<file path="config.mk">
export PLATFORM = sky130hd
export DESIGN_NAME = hls_run_sequencer
export DESIGN_NICKNAME = d
export VERILOG_FILES = /design/src/rtl/hls_runseq_pkg.sv /design/src/rtl/hls_runseq_cmp.sv /design/src/rtl/hls_run_sequencer.sv
export SDC_FILE = /design/constraint.sdc
export NUM_CORES = 1
export LEC_CHECK = 0
export CAP_MARGIN = 30
export CORE_ASPECT_RATIO = 1.2
export CORE_MARGIN = 2
export CORE_UTILIZATION = 33
export DETAILED_ROUTE_END_ITERATION = 10
export HOLD_SLACK_MARGIN = 0.1
export PLACE_DENSITY = 0.66
export SKIP_CTS_REPAIR_TIMING = 1
export SYNTH_ARGS = -nofsm -noshare
export SYNTH_HDL_FRONTEND = slang
export SYNTH_SLANG_ARGS = --single-unit
</file>
<file path="constraint.sdc">
create_clock -name clock -period 2.05 [get_ports clock]
set_input_delay 0.205 -clock clock [delete_from_list [all_inputs] [get_ports clock]]
set_output_delay 0.205 -clock clock [all_outputs]
set_load 0.03 [all_outputs]
</file>
<file path="src/rtl/hls_runseq_pkg.sv">
// Shared types and constants for the multi-run accelerator sequencer.
// Status codes are ordered so that a larger code always outranks a smaller one.
package hls_runseq_pkg;

   typedef enum logic [1:0] {
      K_WRITE = 2'd0,
      K_START = 2'd1,
      K_CHECK = 2'd2,
      K_END   = 2'd3
   } vec_kind_t;

   typedef enum logic [1:0] {
      ST_PASS    = 2'd0,
      ST_FAIL    = 2'd1,
      ST_TIMEOUT = 2'd2,
      ST_PROTO   = 2'd3
   } res_status_t;

   typedef enum logic [3:0] {
      S_IDLE,
      S_DRST,
      S_LOAD,
      S_WR_WAIT,
      S_GO,
      S_WAIT,
      S_CHK,
      S_RD_WAIT,
      S_DRAIN,
      S_REPORT
   } state_t;

   localparam int ACC_TIMEOUT = 16;

   // Sticky status update: the more severe code wins.
   function automatic res_status_t merge_status(input res_status_t cur, input res_status_t evt);
      return (evt > cur) ? evt : cur;
   endfunction

endpackage

</file>
<file path="src/rtl/hls_runseq_cmp.sv">
// Read-back comparator: bitwise equality, or float ULP distance when
// HLS_RUNSEQ_ULP_EN is defined (DATA_W of 32 or 64).
module hls_runseq_cmp #(
   parameter int DATA_W  = 32,
   parameter int MAX_ULP = 0
) (
   input  logic [DATA_W-1:0] actual,
   input  logic [DATA_W-1:0] expected,
   output logic              match
);

   logic [DATA_W-1:0] bit_diff;

   for (genvar gi = 0; gi < DATA_W; gi++) begin : g_diff
      assign bit_diff[gi] = actual[gi] ^ expected[gi];
   end

`ifdef HLS_RUNSEQ_ULP_EN
   localparam int EXP_W = (DATA_W == 64) ? 11 : 8;
   localparam int MAN_W = DATA_W - 1 - EXP_W;

   logic                act_nan;
   logic                exp_nan;
   logic signed [DATA_W:0] act_key;
   logic signed [DATA_W:0] exp_key;
   logic signed [DATA_W:0] dist;
   logic        [DATA_W:0] dist_abs;

   // Sign-magnitude mapped onto a signed line; +0 and -0 both land on 0.
   always_comb begin
      act_nan  = (&actual[DATA_W-2 -: EXP_W]) && (|actual[MAN_W-1:0]);
      exp_nan  = (&expected[DATA_W-2 -: EXP_W]) && (|expected[MAN_W-1:0]);
      act_key  = actual[DATA_W-1] ? -$signed({2'b00, actual[DATA_W-2:0]})
                                  :  $signed({2'b00, actual[DATA_W-2:0]});
      exp_key  = expected[DATA_W-1] ? -$signed({2'b00, expected[DATA_W-2:0]})
                                    :  $signed({2'b00, expected[DATA_W-2:0]});
      dist     = act_key - exp_key;
      dist_abs = (dist < 0) ? $unsigned(-dist) : $unsigned(dist);
      if (act_nan || exp_nan) begin
         match = ~|bit_diff;
      end else begin
         match = (dist_abs <= (DATA_W+1)'(MAX_ULP));
      end
   end
`else
   logic [31:0] max_ulp_unused;
   assign max_ulp_unused = 32'(MAX_ULP);
   assign match = ~|bit_diff;
`endif

endmodule

</file>
<file path="src/rtl/hls_run_sequencer.sv">
// Multi-run harness for a Bambu accelerator: preload, start, time, read back, report.
// Optional float ULP comparison enabled by defining HLS_RUNSEQ_ULP_EN.
module hls_run_sequencer
   import hls_runseq_pkg::*;
#(
   parameter int ADDR_W     = 14,
   parameter int DATA_W     = 32,
   parameter int CYC_W      = 32,
   parameter int TIMEOUT    = 200000000,
   parameter int RST_CYCLES = 2,
   parameter int MAX_ULP    = 0
) (
   input  logic              clock,
   input  logic              reset,
   input  logic              vec_valid,
   output logic              vec_ready,
   input  logic [1:0]        vec_kind,
   input  logic [ADDR_W-1:0] vec_addr,
   input  logic [DATA_W-1:0] vec_data,
   output logic              dut_reset_n,
   output logic              dut_start_port,
   input  logic              dut_done_port,
   output logic              S_oe_ram,
   output logic              S_we_ram,
   output logic [ADDR_W-1:0] S_addr_ram,
   output logic [DATA_W-1:0] S_Wdata_ram,
   output logic [5:0]        S_data_ram_size,
   input  logic [DATA_W-1:0] Sout_Rdata_ram,
   input  logic              Sout_DataRdy,
   output logic              res_valid,
   input  logic              res_ready,
   output logic [1:0]        res_status,
   output logic [CYC_W-1:0]  res_cycles,
   output logic [15:0]       res_run_idx,
   output logic [15:0]       res_checked,
   output logic              busy
);

   localparam logic [CYC_W-1:0] TIMEOUT_CYC = CYC_W'(TIMEOUT);
   localparam logic [CYC_W-1:0] DRST_LAST   = CYC_W'(RST_CYCLES - 1);
   localparam logic [CYC_W-1:0] ACC_LAST    = CYC_W'(ACC_TIMEOUT - 1);

   state_t            state_reg;
   res_status_t       status_reg;
   logic [CYC_W-1:0]  cyc_reg;
   logic [CYC_W-1:0]  aux_cnt_reg;
   logic [15:0]       run_idx_reg;
   logic [15:0]       checked_reg;
   logic [ADDR_W-1:0] addr_reg;
   logic [DATA_W-1:0] wdata_reg;
   logic [DATA_W-1:0] exp_reg;
   logic              vec_ready_reg;
   logic              dut_reset_n_reg;
   logic              start_reg;
   logic              oe_reg;
   logic              we_reg;
   logic              res_valid_reg;
   logic              busy_reg;

   vec_kind_t         kind;
   logic              accept;
   logic              rd_match;

   assign kind   = vec_kind_t'(vec_kind);
   assign accept = vec_valid && vec_ready_reg;

   hls_runseq_cmp #(
      .DATA_W  (DATA_W),
      .MAX_ULP (MAX_ULP)
   ) u_cmp (
      .actual   (Sout_Rdata_ram),
      .expected (exp_reg),
      .match    (rd_match)
   );

   always_ff @(posedge clock) begin
      if (reset) begin
         state_reg       <= S_IDLE;
         status_reg      <= ST_PASS;
         cyc_reg         <= '0;
         aux_cnt_reg     <= '0;
         run_idx_reg     <= '0;
         checked_reg     <= '0;
         addr_reg        <= '0;
         wdata_reg       <= '0;
         exp_reg         <= '0;
         vec_ready_reg   <= 1'b0;
         dut_reset_n_reg <= 1'b0;
         start_reg       <= 1'b0;
         oe_reg          <= 1'b0;
         we_reg          <= 1'b0;
         res_valid_reg   <= 1'b0;
         busy_reg        <= 1'b0;
      end else begin
         start_reg <= 1'b0;
         we_reg    <= 1'b0;
         oe_reg    <= 1'b0;
         case (state_reg)
            S_IDLE: begin
               dut_reset_n_reg <= 1'b1;
               if (vec_valid) begin
                  state_reg       <= S_DRST;
                  dut_reset_n_reg <= 1'b0;
                  busy_reg        <= 1'b1;
                  aux_cnt_reg     <= '0;
               end
            end
            S_DRST: begin
               aux_cnt_reg <= aux_cnt_reg + 1'b1;
               if (aux_cnt_reg == DRST_LAST) begin
                  state_reg       <= S_LOAD;
                  dut_reset_n_reg <= 1'b1;
                  vec_ready_reg   <= 1'b1;
               end
            end
            S_LOAD: begin
               if (accept) begin
                  vec_ready_reg <= 1'b0;
                  case (kind)
                     K_WRITE: begin
                        state_reg   <= S_WR_WAIT;
                        we_reg      <= 1'b1;
                        addr_reg    <= vec_addr;
                        wdata_reg   <= vec_data;
                        aux_cnt_reg <= '0;
                     end
                     K_START: begin
                        state_reg <= S_GO;
                        start_reg <= 1'b1;
                     end
                     K_CHECK: begin
                        state_reg     <= S_DRAIN;
                        vec_ready_reg <= 1'b1;
                        status_reg    <= ST_PROTO;
                     end
                     default: begin
                        // A premature END is itself the terminator, so nothing is left to drain.
                        state_reg     <= S_REPORT;
                        res_valid_reg <= 1'b1;
                        status_reg    <= ST_PROTO;
                     end
                  endcase
               end
            end
            S_WR_WAIT: begin
               aux_cnt_reg <= aux_cnt_reg + 1'b1;
               if (Sout_DataRdy) begin
                  state_reg     <= S_LOAD;
                  vec_ready_reg <= 1'b1;
               end else if (aux_cnt_reg == ACC_LAST) begin
                  state_reg     <= S_LOAD;
                  vec_ready_reg <= 1'b1;
                  status_reg    <= merge_status(status_reg, ST_FAIL);
               end
            end
            S_GO: begin
               state_reg <= S_WAIT;
               cyc_reg   <= CYC_W'(1);
            end
            S_WAIT: begin
               if (dut_done_port) begin
                  state_reg     <= S_CHK;
                  vec_ready_reg <= 1'b1;
                  cyc_reg       <= (cyc_reg >= TIMEOUT_CYC) ? TIMEOUT_CYC : cyc_reg + 1'b1;
               end else if (cyc_reg >= TIMEOUT_CYC) begin
                  state_reg     <= S_DRAIN;
                  vec_ready_reg <= 1'b1;
                  status_reg    <= merge_status(status_reg, ST_TIMEOUT);
               end else begin
                  cyc_reg <= cyc_reg + 1'b1;
               end
            end
            S_CHK: begin
               if (accept) begin
                  vec_ready_reg <= 1'b0;
                  case (kind)
                     K_CHECK: begin
                        state_reg   <= S_RD_WAIT;
                        oe_reg      <= 1'b1;
                        addr_reg    <= vec_addr;
                        exp_reg     <= vec_data;
                        aux_cnt_reg <= '0;
                     end
                     K_END: begin
                        state_reg     <= S_REPORT;
                        res_valid_reg <= 1'b1;
                     end
                     default: begin
                        state_reg     <= S_DRAIN;
                        vec_ready_reg <= 1'b1;
                        status_reg    <= ST_PROTO;
                     end
                  endcase
               end
            end
            S_RD_WAIT: begin
               aux_cnt_reg <= aux_cnt_reg + 1'b1;
               if (Sout_DataRdy) begin
                  state_reg     <= S_CHK;
                  vec_ready_reg <= 1'b1;
                  checked_reg   <= checked_reg + 16'd1;
                  if (!rd_match) begin
                     status_reg <= merge_status(status_reg, ST_FAIL);
                  end
               end else if (aux_cnt_reg == ACC_LAST) begin
                  state_reg     <= S_DRAIN;
                  vec_ready_reg <= 1'b1;
                  status_reg    <= merge_status(status_reg, ST_FAIL);
               end
            end
            S_DRAIN: begin
               if (accept && kind == K_END) begin
                  state_reg     <= S_REPORT;
                  vec_ready_reg <= 1'b0;
                  res_valid_reg <= 1'b1;
               end
            end
            S_REPORT: begin
               if (res_ready) begin
                  res_valid_reg <= 1'b0;
                  run_idx_reg   <= run_idx_reg + 16'd1;
                  status_reg    <= ST_PASS;
                  cyc_reg       <= '0;
                  checked_reg   <= '0;
                  aux_cnt_reg   <= '0;
                  if (vec_valid) begin
                     state_reg       <= S_DRST;
                     dut_reset_n_reg <= 1'b0;
                  end else begin
                     state_reg <= S_IDLE;
                     busy_reg  <= 1'b0;
                  end
               end
            end
            default: begin
               state_reg     <= S_IDLE;
               vec_ready_reg <= 1'b0;
               res_valid_reg <= 1'b0;
               busy_reg      <= 1'b0;
            end
         endcase
      end
   end

   assign vec_ready       = vec_ready_reg;
   assign dut_reset_n     = dut_reset_n_reg;
   assign dut_start_port  = start_reg;
   assign S_oe_ram        = oe_reg;
   assign S_we_ram        = we_reg;
   assign S_addr_ram      = addr_reg;
   assign S_Wdata_ram     = wdata_reg;
   assign S_data_ram_size = 6'(DATA_W);
   assign res_valid       = res_valid_reg;
   assign res_status      = status_reg;
   assign res_cycles      = cyc_reg;
   assign res_run_idx     = run_idx_reg;
   assign res_checked     = checked_reg;
   assign busy            = busy_reg;

endmodule

</file>
==> impl_results.md <==
* Area of the mapped netlist at 8950 sq um
* Die Wd at ~150 microns
* Routed length per placed instance at 15.7 microns
* Global placer's final weighted congestion at a little under 0.9
* Finished layout cell area at ~14000 sq um
* GRT Total Usage at between 10% and 20%
* Clock slew at reported path FFs at about 70 ps
* CP top delay family: simple AND/OR/NAND/NOR gates
* Clock sinks at approximately 190
* Critical Path RT at 2410 ps
* Worst hold slack at 347 ps
* H-Tree Depth at 4
* Final core occ at about half
* Largest net degree at the start of global routing at 56
* Synth warn at 0
* I/O pins at 211
* Share of cells above drive strength 1 at 21.7%
* Slew Viols, Final at 0
* Final WS setup at -117 ps
* Crit-path cells: nor4_4 > nand4b_1 > buf_4 > o221ai_4 > o21ai_1 > buf_4 > or4_1 > o21ai_1
* Overflow after GRT at 0
* Die footprint at 28400 sq um
* Fmax at 461 MHz
* Async set-reset flop share out of synthesis at 0%
* Post-layout net count at around 1500
* R2R cell count at 8
* Top cells by count, synth: dfxtp_1 (187), nand2_1 (184), nor2_1 (119), a21oi_1 (103), xor2_1 (52)
* Clk Latency, worst-skew pair at 440 ps
* Crit share post-route at 106%
* Register area share after synthesis at 41.8%
* Post-synth EDFFs at 0
* Min-delay worst type: in -> reg
* Layout area overhead at 54.5%
* Tightest Pin Transition at 742 ps
* Max-cap violations at 0
* Drt drc at 0
* Final worst path period need at 2170 ps
* CP max stage delay at 460 ps
* Failing checks: setup timing
* Yosys top cell area share at a little over two fifths
* DR pass1 iterations at 5
* Vias per cell at 5.09
* Worst setup path startpoint: res_cycles[30]$_SDFFE_PP0P_
* Multi-input gate area at 5380 sq um
* Sequential Area at 3800 sq um
* Die H at 184 microns
* Bufs and invs on worst path at 2
* CP Data Arrival Time at ~2500 ps
* Cell accounting for the most synthesized area: dfxtp_1
* Leakage at a little over 5 nW
* Rows at 66
* Distinct cells, synth at 68
* Core area at 26900 sq um
* Vias in the first global route at 8700
* Initial drt markers at 397
* Cells after Synth at approximately 1100
* CP max FO at 6
* Outcome: finished with violations
* Fin cells at 1803
* CP max-delay cell: or4_1
* Synth top area cells: dfxtp_1 (42%), nand2_1 (7.7%), a21oi_1 (5.8%)
* I/O Buffers at 204
* Max IR drop VDD at ~0.00058 V
* Crit path launch type: register
* Crit path depth at 8
* Initial antenna violation count at 0
* Worst Setup Path Type: reg -> reg
* Filler Cell Count at 2481
* Initial Utilization at between 30% and 40%
* Post-route setup TNS at -722 ps
* Pwr Density at 669 nW/um^2
* First-pass GRT wire length at 43500 microns
* RR Endpoint: res_cycles[2]$_SDFFE_PP0P_
* Rel. slew slack at 50.4%
* Vias at 9173
* Hold violation total from the final report at 0
* Avg Inst Size Synth at between 8 and 9 sq um
* Tot Pwr at 9.25 mW
* Clock Root Buffer: clkbuf_16
* Worst Setup EP: res_cycles[2]$_SDFFE_PP0P_
* Pre-CTS setup slack at -539 ps
* # placed instances at 1751
* Post-DP HPWL at roughly 20000 microns
* Antenna cells at 0
* Top_reg_cell synth: dfxtp_1
* Detail Route Antenna Nets at 0
* CTS Buffer Depth at 2
* RSZ-0062 raised after global routing: true
* CTS tree: yes
* CTS Buf Count at 17
* Placed cell area at roughly 12000 sq um
* Flop2flop setup slack at -120 ps
* Post-Route WL at 28200 microns
* Reg-to-Reg Start: res_cycles[30]$_SDFFE_PP0P_
* Critical Path End Type: register
* Clk_skew at 12.2 ps
* Seq cells post-synth at between 150 and 200
* Cell with the most instances after synthesis: dfxtp_1
* # setup viols final at 11
[how the worst min path moves through the flow]
stage                     slack [ps]  depth (start not counted)                         from                          end
after CTS                         60                          2                        reset            busy$_SDFFE_PP0P_
after floorplan                  310                          1                    vec_valid     dut_reset_n$_SDFFE_PP0P_
final                            350                          3                  vec_data[8]  S_Wdata_ram[8]$_SDFFE_PP0P_
after global placement           440                          2  S_Wdata_ram[5]$_SDFFE_PP0P_  S_Wdata_ram[5]$_SDFFE_PP0P_
after detailed placement         450                          2  S_Wdata_ram[1]$_SDFFE_PP0P_  S_Wdata_ram[1]$_SDFFE_PP0P_
after global routing             350                          3                 vec_data[16]     exp_reg[16]$_SDFFE_PP0P_
[placed cells by master, fill, tap and decap left out, drive strengths merged, types with 8 or more instances in the layout]
cell / netlist / routed
ha: 13 / 13
nor4: 31 / 31
mux2i: 18 / 18
xnor2: 38 / 38
a211oi: 9 / 9
or3: 14 / 14
inv: 27 / 32
clkdlybuf4s50: 0 / 202
nor2b: 8 / 8
o21ai: 28 / 28
nand2: 184 / 184
clkbuf: 43 / 21
nand3: 39 / 39
nor2: 119 / 119
nand4: 22 / 22
xor2: 52 / 52
and3: 11 / 11
buf: 16 / 177
a21oi: 103 / 103
nor3: 37 / 37
dfxtp: 187 / 187
[power breakdown]
part           internal, mW  switching (mW)
registers              3.69          0.0885
clock network          1.82            1.51
logic                  1.05            1.09
total                  6.55            2.70
[worst min-delay path: stages]
cell             delay, ps
clkdlybuf4s50_1        420
nand2_1                 60
a21oi_1                 50
[cells by family after synthesis]
kind of cell / synth area share, %
AOI/OAI and AO/OA: 13.5
xor gates and xnor gates: 8.81
adders and majority gates: 1.82
buffers and inverters: 4.50
DFF: 41.8
muxes: 2.39
other: 0.0839
and+or+nand+nor: 27.0
[layout make-up]
class,count,area share [%]
Timing Repair Buffer,382,25.6
Clock inverter,12,0.986
Multi-Input combinational cell,834,38.9
Tap cell,340,3.08
Sequential cell,187,27.5
Inverter,28,0.760
Clock buffer,20,3.16
[metal layers]
metal / part of all wire, % / wire length (microns) / track usage [%] / up-vias
met5: 0 / 0 / 0 / -
met4: 1.9 / 543 / 5.96 / 0
met1: 42 / 11800 / 22.9 / 4340
li1: - / - / - / 4539
met2: 51 / 14300 / 32.6 / 262
met3: 5.5 / 1540 / 4.26 / 32
Power figures use the tool's default switching activity.
